[src/rtl/edge_pkg.sv]
// Shared definitions for the debounced edge detector.
//   EDGE_*      : per-channel edge_mode encodings
//   clog2_min1  : counter width helper, never returns less than 1
package edge_pkg;

  localparam logic [1:0] EDGE_OFF  = 2'b00;
  localparam logic [1:0] EDGE_RISE = 2'b01;
  localparam logic [1:0] EDGE_FALL = 2'b10;
  localparam logic [1:0] EDGE_BOTH = 2'b11;

  function automatic int clog2_min1(input int value);
    int r;
    r = $clog2(value);
    return (r < 1) ? 1 : r;
  endfunction

endpackage

[src/rtl/debounce_channel.sv]
// One input channel: synchroniser, counter-based debouncer and edge qualifier.
// Ports:
//   clk          system clock
//   rst_n        synchronous active-low reset
//   sig_i        raw asynchronous input
//   mode_i       edge_mode pair for this channel (bit0 rising, bit1 falling)
//   level_o      registered debounced level
//   pulse_o      registered one-cycle event pulse
//   pulse_next_o value pulse_o takes on the next edge (feeds the top's any_edge register)
module debounce_channel
  import edge_pkg::*;
#(
  parameter int SYNC_STAGES   = 2,
  parameter int STABLE_CYCLES = 4
) (
  input  logic       clk,
  input  logic       rst_n,
  input  logic       sig_i,
  input  logic [1:0] mode_i,
  output logic       level_o,
  output logic       pulse_o,
  output logic       pulse_next_o
);

  localparam int CNT_W = clog2_min1(STABLE_CYCLES + 1);
  localparam logic [CNT_W-1:0] CNT_TC = CNT_W'(STABLE_CYCLES - 1);

  logic [SYNC_STAGES-1:0] sync_q, sync_d;
  logic [CNT_W-1:0]       cnt_q, cnt_d;
  logic                   level_q, level_d;
  logic                   pulse_q, pulse_d;
  logic                   s;

  assign s = sync_q[SYNC_STAGES-1];

  always_comb begin
    sync_d  = {sync_q[SYNC_STAGES-2:0], sig_i};
    cnt_d   = cnt_q;
    level_d = level_q;
    pulse_d = 1'b0;
    if (s == level_q) begin
      // any return to the current level restarts the stability window
      cnt_d = '0;
    end else if (cnt_q == CNT_TC) begin
      level_d = s;
      cnt_d   = '0;
      // mode is only looked at on the edge that actually moves the level
      pulse_d = s ? ((mode_i & EDGE_RISE) != 2'b00) : ((mode_i & EDGE_FALL) != 2'b00);
    end else begin
      cnt_d = cnt_q + CNT_W'(1);
    end
  end

  always_ff @(posedge clk) begin
    if (!rst_n) begin
      sync_q  <= '0;
      cnt_q   <= '0;
      level_q <= 1'b0;
      pulse_q <= 1'b0;
    end else begin
      sync_q  <= sync_d;
      cnt_q   <= cnt_d;
      level_q <= level_d;
      pulse_q <= pulse_d;
    end
  end

  assign level_o      = level_q;
  assign pulse_o      = pulse_q;
  assign pulse_next_o = pulse_d;

endmodule

[src/rtl/debounced_edge_detector.sv]
// Multi-channel input conditioner: WIDTH independent debounce channels plus a
// registered any_edge flag that is high in the same cycle as any pulse.
// Ports:
//   clk               system clock
//   rst_n             synchronous active-low reset
//   signal_in         raw asynchronous inputs
//   edge_mode         per channel [2i+1:2i]: 00 off, 01 rising, 10 falling, 11 both
//   level_out         debounced levels
//   edge_detect_pulse one-cycle pulses on qualifying debounced transitions
//   any_edge          OR of edge_detect_pulse, registered alongside it
module debounced_edge_detector
  import edge_pkg::*;
#(
  parameter int WIDTH         = 2,
  parameter int SYNC_STAGES   = 2,
  parameter int STABLE_CYCLES = 4
) (
  input  logic               clk,
  input  logic               rst_n,
  input  logic [WIDTH-1:0]   signal_in,
  input  logic [2*WIDTH-1:0] edge_mode,
  output logic [WIDTH-1:0]   level_out,
  output logic [WIDTH-1:0]   edge_detect_pulse,
  output logic               any_edge
);

  logic [WIDTH-1:0] pulse_next;
  logic             any_edge_q;

  for (genvar i = 0; i < WIDTH; i++) begin : g_ch
    debounce_channel #(
      .SYNC_STAGES  (SYNC_STAGES),
      .STABLE_CYCLES(STABLE_CYCLES)
    ) u_ch (
      .clk          (clk),
      .rst_n        (rst_n),
      .sig_i        (signal_in[i]),
      .mode_i       (edge_mode[2*i+1:2*i]),
      .level_o      (level_out[i]),
      .pulse_o      (edge_detect_pulse[i]),
      .pulse_next_o (pulse_next[i])
    );
  end

  // built from next-state pulses so it lines up with edge_detect_pulse
  always_ff @(posedge clk) begin
    if (!rst_n) any_edge_q <= 1'b0;
    else        any_edge_q <= |pulse_next;
  end

  assign any_edge = any_edge_q;

endmodule
[config.mk]
export PLATFORM = sky130hd
export DESIGN_NAME = debounced_edge_detector
export DESIGN_NICKNAME = d
export VERILOG_FILES = /design/src/rtl/edge_pkg.sv /design/src/rtl/debounce_channel.sv /design/src/rtl/debounced_edge_detector.sv
export SDC_FILE = /design/constraint.sdc
export NUM_CORES = 1
export LEC_CHECK = 0
export ABC_AREA = 1
export CAP_MARGIN = 20
export CORE_AREA = 2 2 39 41
export DETAILED_ROUTE_END_ITERATION = 6
export DIE_AREA = 0 0 41 43
export GPL_TIMING_DRIVEN = 0
export PLACE_DENSITY = 0.7
export SLEW_MARGIN = 20
export SYNTH_ARGS = -nofsm -noshare
export SYNTH_HDL_FRONTEND = slang
export SYNTH_SLANG_ARGS = --single-unit
[constraint.sdc]
create_clock -name clk -period 1.3 [get_ports clk]
set_clock_uncertainty 0.1 [all_clocks]
set_input_delay 0.39 -clock clk [delete_from_list [all_inputs] [get_ports clk]]
set_output_delay 0.39 -clock clk [all_outputs]
set_load 0.02 [all_outputs]
---- After elaboration in Yosys (flattened, before gate mapping) ----
Cells that the tools add are included.
operators by class
  bitwise gates (word level) .............. 3
  reduce and logical (&&, ||, !) cells .... 5
  equality and inequality tests ........... 4
  $add $sub $neg .......................... 2
  multiplexer cells ....................... 6
operators by type and width
  cell                                                             count
  3-bit by 1-bit adder with 3-bit output, second input constant    2
  3-bit by 2-bit == test with 1-bit output, second input constant  2
  1-bit two-way mux                                                6
  3-bit OR reduction                                               2
  2-bit AND reduction                                              2
  1-bit inverter                                                   3
  1-bit == test                                                    2
  2-bit OR reduction                                               1
word-level totals
  register bits after elaboration ......... 15
  bits of input ports ..................... 8
  logic and storage cells ................. 29
  output and inout bits ................... 5

---- Depth between registers and ports, before layout ----
Gate-level depths: netlist of the first run.
  depth in word-level cells ............... 4
  gate-level depth with buffers ........... 6
  depth with buffers taken out ............ 6

---- Hierarchy ----
Synthesis of the first run repeated with hierarchy kept, for this count alone.
second synthesis, totals
  cells, all modules ...................... 72
  area total of the unflattened synthesis .. 556.8 um^2
by module, submodules not included
  module                   times used  area an instance (um^2)  cells each
  debounce_channel         2           262.8                    34
  debounced_edge_detector  1           31.3                     4

---- Least setup slack after synthesis of the first run ----
Ideal clock, no wire load.
  path kind ............................... reg2reg
  start ................................... register g_ch[1].u_ch.cnt_q[0]
  end ..................................... register any_edge_q (netlist: any_edge)
  path buffers ............................ 0
  setup slack ............................. 184 ps
  period minus slack after synthesis ...... 1116 ps
  arrival ................................. 903 ps
  cell stages (with the launch flop) ...... 7
  data required time ...................... 1086 ps
  cell sequence ........................... dfxtp_1 ha_1 ha_1 o21ai_0 nor2_1 nand2_1 nand2_1
between the ends
  word-level cells in the longest chain between the ends .. 4
RTL lines
  element                                   RTL line                       source
  start, declared                           debounce_channel.sv:29         logic [CNT_W-1:0] cnt_q, cnt_d;
  start signal, assigned                    debounce_channel.sv:62         cnt_q <= cnt_d;
  3-bit by 2-bit == test with 1-bit output  debounce_channel.sv:44         end else if (cnt_q == CNT_TC) begin
  1-bit two-way mux                         debounce_channel.sv:44
  1-bit two-way mux                         debounce_channel.sv:41         if (s == level_q) begin
  2-bit OR reduction                        debounced_edge_detector.sv:48  else any_edge_q <= |pulse_next;
  end signal, assigned                      debounced_edge_detector.sv:48
  end, declared                             debounced_edge_detector.sv:28  logic any_edge_q;
No other way between the ends.
A chain may end at the register's enable or synchronous reset.

---- Worst setup path after layout of the first run ----
  start ................................... register any_edge_q (netlist: any_edge)
  end ..................................... output port any_edge
RTL lines
  element        RTL line                       source
  end, declared  debounced_edge_detector.sv:24  output logic any_edge
No word-level cell between the ends.

==> results summary, run 1 <==
The flow ran to the end, and the final reports show no timing, DRC or antenna violations. Ranked by total cell area, the synthesized netlist is headed by sky130_fd_sc_hd__dfxtp_1 52%, sky130_fd_sc_hd__inv_1 9.2%, sky130_fd_sc_hd__ha_1 8.7%. The signal arrival time at the worst endpoint is 0.72 ns.

The power density normalized to cell area came out at 1040 nW/µm². The effective utilization at floorplan came out at 41.5%. The floorplan die area came out at 1760 µm². In the final layout, the share of cells above drive strength 1 is 19.0%. The detailed router's first-iteration violation count came out at 3.

The post-placement cell area is 714 µm². The via density per instance came out at 4.19. The setup path with the least slack is of type flip-flop to output port.

The worst register-to-register path begins at g_ch[0].u_ch.cnt_q[0]. The post-layout minimum cycle time came out at 1.21 ns. In the layout the commonest cells are 14 x sky130_fd_sc_hd__inv_1, 13 x sky130_fd_sc_hd__dfxtp_1, 12 x sky130_fd_sc_hd__nor2_1. The area growth from synthesis to layout came out at 27.2%. The reg2reg setup slack is 0.11 ns. The via count of the first global-routing pass is 336. The maximum number of pins on one net before global-route repair came out at 9. Tracing the worst setup path back leads to its startpoint at any_edge. During synthesis, Yosys emitted a total of 0 warnings. The routed via count came out at 419. STA classifies the critical path endpoint as an output port. The slowest stage cell on the critical path is sky130_fd_sc_hd__dfxtp_1. The depth of the most critical reg-to-reg path came out at 6. For this run, the number of standard cells in the final layout without fillers is 100.

The synthesized netlist occupies a cell area of 574 µm². The clock passes through at most 2 buffers. The total inserted antenna cells came out at 0.

The number of input and output port buffers inserted is 12. Following the worst setup path forward leads to its endpoint at any_edge. The CTS root buffer is sky130_fd_sc_hd__clkbuf_4.

The synthesized design spends more area on one cell type than any other, namely sky130_fd_sc_hd__dfxtp_1. The number of H-tree levels came out at 1. Setup repair after global routing left no endpoint under its margin. TritonCTS built the clock tree.

The sum of overflow across all layers after global routing came out at 0. The number of distinct library cell variants in the gate-level netlist after synthesis came out at 10. The final design utilization came out at 52.8%. The mean post-synth cell area is 8.20 µm². The number of buffers and inverters on the critical path is 1. Summing internal, switching and leakage power gives 0.000759 W. For the worst-skew pair, the clock arrives at the later sink with an insertion delay of 0.27 ns. The number of max-capacitance violations reported is 0.

After detailed routing, the number of remaining DRC violations is 0. The weighted congestion reported at the end of routability-driven placement came out at 0.649. The path class of the tightest hold or removal check is flip-flop to flip-flop. The half-perimeter wire length after detailed placement came out at 563 µm. The share of the yosys chip area belonging to registers is 52.3%. The worst hold path startpoint is g_ch[1].u_ch.sync_q[0]. When the netlist entered floorplanning its net count stood at 82. The cell count along the critical path is 1. The relative max-transition margin is 81.9%. In the final routed layout, each cell accounts on average for 7.27 µm.

The total routed wirelength is 727 µm. The I/O pin count came out at 13. The flip-flop and latch count after synthesis came out at 15. The endpoint of the lowest-slack register-to-register path is any_edge. The library cell used most frequently in the layout, excluding fill and tap cells, is sky130_fd_sc_hd__inv_1. The highest ir drop seen on vdd came out at 0.000527 V. The final instance area is 731 µm².

The number of antenna violations at the first check in global routing is 0. The clock-pin slew on the worst setup and hold paths is 0.08 ns. Data on the critical path is required at its endpoint by 0.81 ns. The count of endpoints failing hold in the final timing report came to 0.

The slew at the pin closest to its max-slew limit came out at 0.271 ns. The element type at the critical path start is a flip-flop. The number of buffers created by CTS came out at 3.

The cell count after synthesis is 70. Traced cell by cell, the critical path runs through buf_2. The maximum net fanout on the critical path came out at 1.

After floorplanning, the core was sized to cover 1380 µm². In this run the remaining antenna-violating nets after routing total 0. Once placement completed, the tool counted placed cells totaling 98. Before antenna repair, the detailed router went through 2 iterations.

From bottom edge to top edge, the die measures 43 µm. The horizontal extent of the die came out at 41 µm. The largest single stage delay on the critical path is 0.31 ns. The global-route wire length before repair is 1.19 mm.

The total routing resource utilization after global routing came out at 10.4%. The cell family contributing the most delay on the critical path is flip-flops. Based on the critical path, the design can be clocked at up to 824 MHz. Counting every sink on the clock net gives 15.

The share of Yosys cell area claimed by the top area cell type came out at 52.3%. The final critical path takes up 93.4% of the cycle. Setup violations remaining at the end of the flow were counted as 0.

The initialized floorplan defines 14 standard-cell rows. In the final design database the tool counted 97 nets. Summed over all cells, the static leakage comes to 0.371 nW. The final number of max-transition violations is 0. The number of hold buffers added after CTS is 0.
[cells in the mapped netlist]
master	instances
sky130_fd_sc_hd__a21oi_1	2
sky130_fd_sc_hd__buf_4	4
sky130_fd_sc_hd__dfxtp_1	15
sky130_fd_sc_hd__ha_1	4
sky130_fd_sc_hd__inv_1	14
sky130_fd_sc_hd__nand2_1	11
sky130_fd_sc_hd__nand2_2	2
sky130_fd_sc_hd__nor2_1	12
sky130_fd_sc_hd__nor2_2	2
sky130_fd_sc_hd__o21ai_0	4
[metrics by stage]
| step | worst slack [ns] | hold slack [ns] | setup TNS [ns] |
|---|---|---|---|
| finish | 0.0859 | 0.317 | 0 |
| CTS | 0.0176 | 0.320 | 0 |
| global placement | -0.261 | 0.292 | -3.34 |
| global route | 0.0148 | 0.339 | 0 |
| detailed placement | -0.276 | 0.296 | -3.42 |
| floorplan | 0.184 | 0.290 | 0 |
[cell families (layout without fill, tap and decap cells)]
family / Yosys count / count (layout) / share of synthesized area (%)
AO/OA/AOI/OAI: 6 / 6 / 5.23
buffers and inverters: 18 / 32 / 14.4
flip-flops: 15 / 15 / 52.3
AND/OR/NAND/NOR: 27 / 27 / 19.4
adder cells (fa/ha/maj): 4 / 4 / 8.71
[layout make-up]
class                   instances  area (µm²)
fillers                       139         653
flip-flops and latches         15         303
multi-input cells              37         191
repair buffers                 14         138
inverters                      14        52.6
clock buffers                   4        26.3
well taps                      16        20.0
[power breakdown]
part	total, W	leakage, nW	internal (W)	switching, W
sequential	0.000470	0.123	0.000467	0.00000384
combinational	0.0000385	0.233	0.0000239	0.0000146
clock	0.000250	0.0150	0.000119	0.000131
total	0.000759	0.371	0.000609	0.000149
[how the worst min path moves through the flow]
stage | to | slack [ns] | depth (start not counted)
after floorplan | g_ch[0].u_ch.sync_q[1] | 0.29 | 2
after global placement | g_ch[1].u_ch.sync_q[1] | 0.29 | 2
after detailed placement | g_ch[0].u_ch.sync_q[1] | 0.30 | 2
after CTS | g_ch[1].u_ch.sync_q[1] | 0.32 | 2
after global routing | g_ch[1].u_ch.cnt_q[0] | 0.34 | 1
final | g_ch[1].u_ch.sync_q[1] | 0.32 | 2
[registers in the layout, indices dropped and copies added (netlist names)]
signal / cells
g_ch.u_ch.level_o: 2
g_ch.u_ch.sync_q: 4
g_ch.u_ch.pulse_o: 2
g_ch.u_ch.cnt_q: 6
any_edge: 1
[timing repair]
action | CTS | global route
gates resized for setup | 30 | 1
setup buffers | 2 | 0
endpoints found under the setup margin | 5 | 9
pin swaps | 0 | 0
[routing by layer]
metal	global-route usage, %	wire, µm	part of all wire [%]
met2	14.7	342	47
met3	3.14	42	5.8
met5	0	0	0
met4	10.0	12	1.7
met1	11.6	329	45
Note: power is estimated with default switching activity, not from simulation.
==> run 2, diff against run 1 <==
--- a/config.mk
+++ b/config.mk
@@ -11,8 +11,10 @@
 export DETAILED_ROUTE_END_ITERATION = 6
 export DIE_AREA = 0 0 41 43
 export GPL_TIMING_DRIVEN = 0
-export PLACE_DENSITY = 0.7
+export PLACE_DENSITY = 0.69
+export SKIP_CTS_REPAIR_TIMING = 1
 export SLEW_MARGIN = 20
 export SYNTH_ARGS = -nofsm -noshare
 export SYNTH_HDL_FRONTEND = slang
+export SYNTH_HIERARCHICAL = 1
 export SYNTH_SLANG_ARGS = --single-unit
==> run 2 against run 1 <==
  * Critical path depth did not move
  * Design area fell by 1.7%
  * Hold slack improved by 0.0026 ns
  * Core utilization fell by 0.90 points
  * Die area did not move
  * Total power rose by 1.6%
  * Fmax fell by 3.1%
  * Global-route usage rose by 1.4 points
  * Critical path type unchanged
  * Largest power group unchanged
  * Highest routed layer unchanged
==> results summary, run 2 <==
The total routed wirelength came out at 855 µm. The critical path buffer and inverter count came out at 1. The cell count after synthesis is 72. The register with the most flip-flops is g_ch.u_ch/cnt_q.

The count of endpoints failing hold in the final timing report was 0. In this run the power density over the cells is 1070 nW/µm². The length of the first detailed-routing pass in iterations came out at 4. The first global-routing pass estimated 1.35 mm of wire.

The total inserted antenna cells came out at 0. The number of enable-type register cells in the synthesized netlist is 0. During synthesis, Yosys emitted a total of 6 warnings. CTS placed an instance of sky130_fd_sc_hd__clkbuf_4 at the clock tree root. The number of max-capacitance violations reported came out at 0.

The worst hold path begins at g_ch[1].u_ch/cnt_q[0]. The slowest stage cell on the critical path is sky130_fd_sc_hd__dfxtp_2. The number of clock buffers added by TritonCTS is 3.

Timing would allow up to 799 MHz. The most instantiated flip-flop cell in the synthesis netlist is sky130_fd_sc_hd__dfxtp_1. The highest ir drop seen on vdd came out at 0.000701 V. The number of antenna violations at the first check in global routing is 0. The I/O pin count is 13. The routed via count is 432. The cell type with the highest aggregate area in the netlist is sky130_fd_sc_hd__dfxtp_1. STA puts the critical path data required time at 0.81 ns. The reg2reg setup slack is 0.11 ns.

The horizontal extent of the die is 41 µm. The sum of overflow across all layers after global routing came out at 0. Summed over all cells, the static leakage comes to 0.380 nW. The TritonCTS clock tree is done.

In this run the remaining antenna-violating nets after routing total 0. The setup TNS came out at 0 ns. By area the synthesized netlist is led by sky130_fd_sc_hd__dfxtp_1 54%, sky130_fd_sc_hd__nand2_1 12%, sky130_fd_sc_hd__ha_1 9.0%. The path with the worst hold slack has its endpoint at g_ch[1].u_ch/cnt_q[0].

At the end of the flow, the number of nets in the layout was 101. Data arrives at the worst endpoint at 0.76 ns. The core area came out at 1380 µm². The final critical-path share of the clock period is 96.3%.

The signal on the critical path passes through buf_6. The initialized floorplan defines 14 standard-cell rows. The number of input and output port buffers inserted is 12. The path type of the worst min-delay path is flip-flop to flip-flop. The final number of max-transition violations came out at 0. The number of design rule violations left after detail routing is 0. The worst slack at placement came out at -0.289 ns. The smallest setup slack after layout came out at 0.0477 ns. For this run, the slowest stage of the critical path takes 0.36 ns.

The startpoint identified for the worst register-to-register timing path is g_ch[0].u_ch/cnt_q[0]. The via count of the first global-routing pass is 360. The flow ran to the end, and the final reports show no timing, DRC or antenna violations. The endpoint of the lowest-slack register-to-register path is any_edge.

The net count after synthesis came out at 84. The detailed router's first-iteration violation count is 7. The die covers 1760 µm². The fraction of layout instances using a drive strength above 1 is 17.0%. Entering global routing, the biggest net connects 10 pins.

The number of filler instances in the final layout came out at 156. The floorplan die height came out at 43 µm. After clock tree synthesis, the clock-pin slew on the worst setup and hold paths is 0.08 ns. The area of the mapped netlist came out at 557 µm². The largest registers in the layout are g_ch.u_ch/cnt_q x6, g_ch.u_ch/sync_q x4. The deepest clock path buffer count came out at 2.

The library cell used most frequently in the layout, excluding fill and tap cells, is sky130_fd_sc_hd__nand2_1. The share of the yosys chip area belonging to registers is 53.9%. The slew at the pin closest to its max-slew limit is 0.340 ns. The number of failing setup endpoints in the final timing report is 0. The worst setup path is of the flip-flop to output port kind. The relative max-transition margin is 77.3%. The post-route total power is 0.000771 W. The kind of cell adding the most delay to the critical path is flip-flops.

The area growth from synthesis to layout came out at 29.0%. Across every metal layer, demand over resource in global routing totals 11.9%. Detailed placement ended at an HPWL of 639 µm. The number of instances on the worst hold path came out at 1. The clock reaches the later pin of the worst-skew pair after 0.28 ns.

The share of Yosys cell area claimed by the top area cell type is 53.9%. Each instance of the synthesized netlist takes up on average 7.73 µm². After synthesis the netlist holds a flip-flop and latch count of 15. For this design, the sink count on the clock tree is 15. Setup repair after global routing left no endpoint under its margin. The number of H-tree levels is 1. The effective utilization at floorplan is 40.2%. In the layout the commonest cells are 18 x sky130_fd_sc_hd__nand2_1, 13 x sky130_fd_sc_hd__inv_1, 13 x sky130_fd_sc_hd__dfxtp_1. The flip-flop count of the largest register, all copies and words added is 6.

The worst setup path is launched from a flip-flop. The share of synthesized registers carrying an async set or reset came out at 0%. In the final routed layout, each cell accounts on average for 8.22 µm.

The number of distinct library cell variants in the gate-level netlist after synthesis is 9. STA classifies the critical path endpoint as an output port. The via density per instance came out at 4.15. The weighted congestion reported at the end of routability-driven placement is 0.628. The post-layout minimum cycle time is 1.25 ns. By count the netlist is led by 18 x sky130_fd_sc_hd__nand2_1, 15 x sky130_fd_sc_hd__dfxtp_1, 13 x sky130_fd_sc_hd__inv_1. Yosys instantiated no cell more often than sky130_fd_sc_hd__nand2_1. The depth of the most critical reg-to-reg path is 6.

The maximum net fanout on the critical path came out at 4.
[run 2: cell types whose count changed after synthesis]
cell / previous run / this run
sky130_fd_sc_hd__buf_4: 4 / 0
sky130_fd_sc_hd__inv_1: 14 / 13
sky130_fd_sc_hd__inv_2: 0 / 4
sky130_fd_sc_hd__nand2_1: 11 / 18
sky130_fd_sc_hd__nand2_2: 2 / 0
sky130_fd_sc_hd__nand3_1: 0 / 2
sky130_fd_sc_hd__nor2_2: 2 / 0
sky130_fd_sc_hd__o21ai_0: 4 / 2
[run 2: worst max-delay path by stage]
stage	depth (start not counted)	start	slack [ns]	to
after floorplan	6	g_ch[1].u_ch/cnt_q[0]	0.15	any_edge
after global placement	5	rst_n	-0.25	g_ch[1].u_ch/cnt_q[0]
after detailed placement	5	rst_n	-0.29	g_ch[1].u_ch/cnt_q[0]
after CTS	1	g_ch[0].u_ch/level_o	-0.48	level_out[0]
after global routing	1	any_edge	0.009	any_edge
final	1	g_ch[0].u_ch/level_o	0.05	level_out[0]
[run 2: power breakdown]
group | internal (W) | switching [W]
Combinational | 0.0000263 | 0.0000196
Sequential | 0.000467 | 0.00000396
Clock | 0.000119 | 0.000136
Total | 0.000612 | 0.000159
[run 2: cell families after synthesis]
family,Yosys count,share of synthesized area [%]
compound gates,4,3.60
fa+ha+maj,4,8.99
buf+inv,17,11.5
flops,15,53.9
simple gates,32,22.0
[run 2: metal layers]
metal  up-vias  routed length (µm)  GRT usage, %
met1       169                 383          14.3
met3         5                  73          3.14
met2        15                 369          16.6
li1        243                   -             -
met4         0                  29          10.0
met5         -                   0             0
[run 2: metrics by stage]
| step | hold WS, ns | std cells | instance area (µm²) | utilization, % |
|---|---|---|---|---|
| final | 0.320 | 104 | 718 | 51.9 |
| after global routing | 0.341 | 104 | 718 | 51.9 |
| after CTS | 0.324 | 104 | 723 | 52.3 |
| after detailed placement | 0.303 | 100 | 697 | 50.4 |
| after global placement | 0.295 | 100 | 697 | 50.4 |
| after floorplan | 0.290 | 72 | 557 | - |
[run 2: final cells by class]
cell class,count,area (µm²),area share [%]
Multi-Input combinational cell,40,195,27.2
Tap cell,16,20.0,2.79
Timing Repair Buffer,12,110,15.3
Sequential cell,15,303,42.2
Inverter,17,63.8,8.89
Clock buffer,4,26.3,3.66
==> run 3, diff against run 2 <==
--- a/config.mk
+++ b/config.mk
@@ -11,7 +11,7 @@
 export DETAILED_ROUTE_END_ITERATION = 6
 export DIE_AREA = 0 0 41 43
 export GPL_TIMING_DRIVEN = 0
-export PLACE_DENSITY = 0.69
+export PLACE_DENSITY_LB_ADDON = 0.25
 export SKIP_CTS_REPAIR_TIMING = 1
 export SLEW_MARGIN = 20
 export SYNTH_ARGS = -nofsm -noshare
==> run 3 against run 2 <==
  * Via count up 3.2%
  * Clock-buffer cell count stayed put
  * Non-clock buffer count unchanged
  * Clock power down 3%
  * Global-route usage increased by 0.24 points
  * Core utilization decreased by 0.090 points
  * Total power shrank 1.2%
  * Sequential share of layout area rose by 0.42 points
  * Worst setup slack better by 0.0057 ns
  * Critical path depth did not move
  * Wire length is 1.3% lower
  * Fmax rose by 0.45%
==> results summary, run 3 (same netlist as run 2, synthesis figures left out) <==
The worst hold path terminates at g_ch[0].u_ch/sync_q[1]. For this design, the slowest cell found on the critical path is sky130_fd_sc_hd__dfxtp_1. The final critical-path share of the clock period came out at 95.9%.

The CTS root buffer is sky130_fd_sc_hd__clkbuf_4. The element type at the critical path start is a flip-flop. For the worst setup path, the data required time is 0.81 ns. The number of H-tree levels came out at 1.

The global-route wire length before repair is 1.37 mm. The floorplan die height is 43 µm. The relative max-transition margin came out at 75.9%. The count of endpoints failing hold in the final timing report came out at 0. The tightest min-delay check is of the flip-flop to flip-flop type.

The largest single stage delay on the critical path is 0.32 ns. The clock net in this run drives a total of 15 sinks. The slew at the pin closest to its max-slew limit came out at 0.361 ns.

After detailed routing, the number of remaining DRC violations is 0. The startpoint identified for the worst register-to-register timing path is g_ch[0].u_ch/cnt_q[0]. The per-cell routed wire length is 8.12 µm. The endpoint identified for the worst register-to-register timing path is any_edge.

Leaving out fill and tap cells, the most frequent cells in the layout are 18 x sky130_fd_sc_hd__nand2_1, 13 x sky130_fd_sc_hd__inv_1, 13 x sky130_fd_sc_hd__dfxtp_1. The launching instance or port of the critical path is any_edge. The critical path is of the flip-flop to output port type. The weighted congestion reported at the end of routability-driven placement came out at 0.648. In the post-route analysis, the smallest setup slack over all paths is 0.0533 ns. The worst hold path was traced through 2 stages. Setup repair after global routing left no endpoint under its margin. The number of max-capacitance violations reported is 0.

The sequential share of power came out at 61.5%. The I/O pin count came out at 13. The critical path buffer and inverter count came out at 1. The first routing iteration left 9 violations. The cell count along the critical path is 1.

The post-layout minimum cycle time came out at 1.25 ns. The core area is 1380 µm². Ranked by flip-flop count, first place goes to g_ch.u_ch/cnt_q. The TritonCTS clock tree is done. The maximum net fanout on the critical path came out at 1. The worst setup path is captured at an output port. In this run the power density over the cells is 1060 nW/µm². The half-perimeter wire length after detailed placement came out at 647 µm.

The number of input and output port buffers inserted is 12. The most common cell after layout, fill and taps aside is sky130_fd_sc_hd__nand2_1. The final instance area came out at 717 µm². The via density per instance is 4.29. The total inserted antenna cells is 0. The deepest clock path buffer count came out at 2. The net count reported at finish came out at 101. The effective utilization at floorplan came out at 40.2%.

The area growth from synthesis to layout came out at 28.8%. The insertion delay to the later sink of the worst-skew pair is 0.27 ns. The remaining number of nets flagged by the antenna check after routing came out at 0. The signal arrival time at the worst endpoint came out at 0.76 ns. The via count of the first global-routing pass came out at 347. The die is 41 µm wide. Walking the worst path, the cells encountered are clkbuf_2.

The floorplan die area came out at 1760 µm². The reg2reg setup slack is 0.10 ns. In the final layout, the registers with the most flip-flops are g_ch.u_ch/cnt_q x6, g_ch.u_ch/sync_q x4. The maximum number of pins on one net before global-route repair is 10. In this design, the largest share of critical-path delay is due to flip-flops. The final number of max-transition violations is 0. The number of buffers created by CTS came out at 3. The number of antenna violations at the first check in global routing came out at 0. The depth of the most critical reg-to-reg path came out at 6.

The total routing resource utilization after global routing came out at 12.1%. In this run the most critical hold path is launched from g_ch[0].u_ch/sync_q[0]. The internal portion of the total power is 0.000610 W.

The post-placement cell area is 697 µm². The length of the first detailed-routing pass in iterations is 3. The routed layout has 446 vias. The total routed wirelength came out at 844 µm.

The run finished with clean final reports. The switching power share of the total is 20.0%. The proportion of power drawn by combinational gates came out at 6.0%. The analysis attributes to net switching a power of 0.000152 W.

The clock network fraction of design power is 32.5%. The flip-flop count of the largest register, all copies and words added came out at 6. The leakage component of the power is 0.378 nW. The number of failing setup endpoints in the final timing report came out at 0. After floorplanning, the core was divided into 14 placement rows. The fraction of layout instances using a drive strength above 1 is 17.0%.

The worst slack at placement came out at -0.302 ns. The highest ir drop seen on vdd is 0.000587 V. Global routing finished with a remaining overflow of 0. The upper clock frequency limit came out at 802 MHz. The clock-pin slew on the worst setup and hold paths is 0.08 ns.
==> run 3: cell types whose count changed in the layout (fill, tap and decap cells not counted), sizes merged <==
cell | before | now
buf | 3 | 2
clkbuf | 6 | 7
==> run 3: cell type report <==
| type | count | area (µm²) |
|---|---|---|
| inverter | 17 | 63.8 |
| fill | 151 | 667 |
| multi-input combinational | 40 | 195 |
| sequential | 15 | 305 |
| tap | 16 | 20.0 |
| clock buffer | 4 | 26.3 |
| timing repair buffer | 12 | 106 |
==> run 3: how the worst max path moves through the flow <==
stage | end
after floorplan | any_edge
after global placement | g_ch[0].u_ch/cnt_q[0]
after detailed placement | g_ch[1].u_ch/cnt_q[2]
after CTS | level_out[0]
after global routing | level_out[1]
final | any_edge
==> run 3: power groups by stage <==
stage | Clock (W) | Combinational (W) | Sequential [W]
after global placement | 0 | 0.0000458 | 0.000481
final | 0.000247 | 0.0000460 | 0.000468
after global routing | 0.000296 | 0.0000519 | 0.000470
after CTS | 0.000264 | 0.0000465 | 0.000471
after floorplan | 0 | 0.0000192 | 0.000481
after detailed placement | 0 | 0.0000463 | 0.000482
==> run 3: through the flow <==
step	cells	setup TNS (ns)	hold WS (ns)	utilization (%)	total power, W
finish	104	0	0.319	51.8	0.000762
global route	104	0	0.342	51.8	0.000818
CTS	104	-2.11	0.325	52.3	0.000781
detailed placement	100	-3.29	0.305	50.4	0.000528
global placement	100	-2.94	0.296	50.4	0.000527
floorplan	72	0	0.290	-	0.000500
==> run 3: layer usage <==
metal	GRT usage, %	vias to the layer above	wire (µm)
li1	-	244	-
met5	0	-	0
met2	15.9	12	403
met4	10.0	0	6
met3	3.14	2	56
met1	15.8	188	376
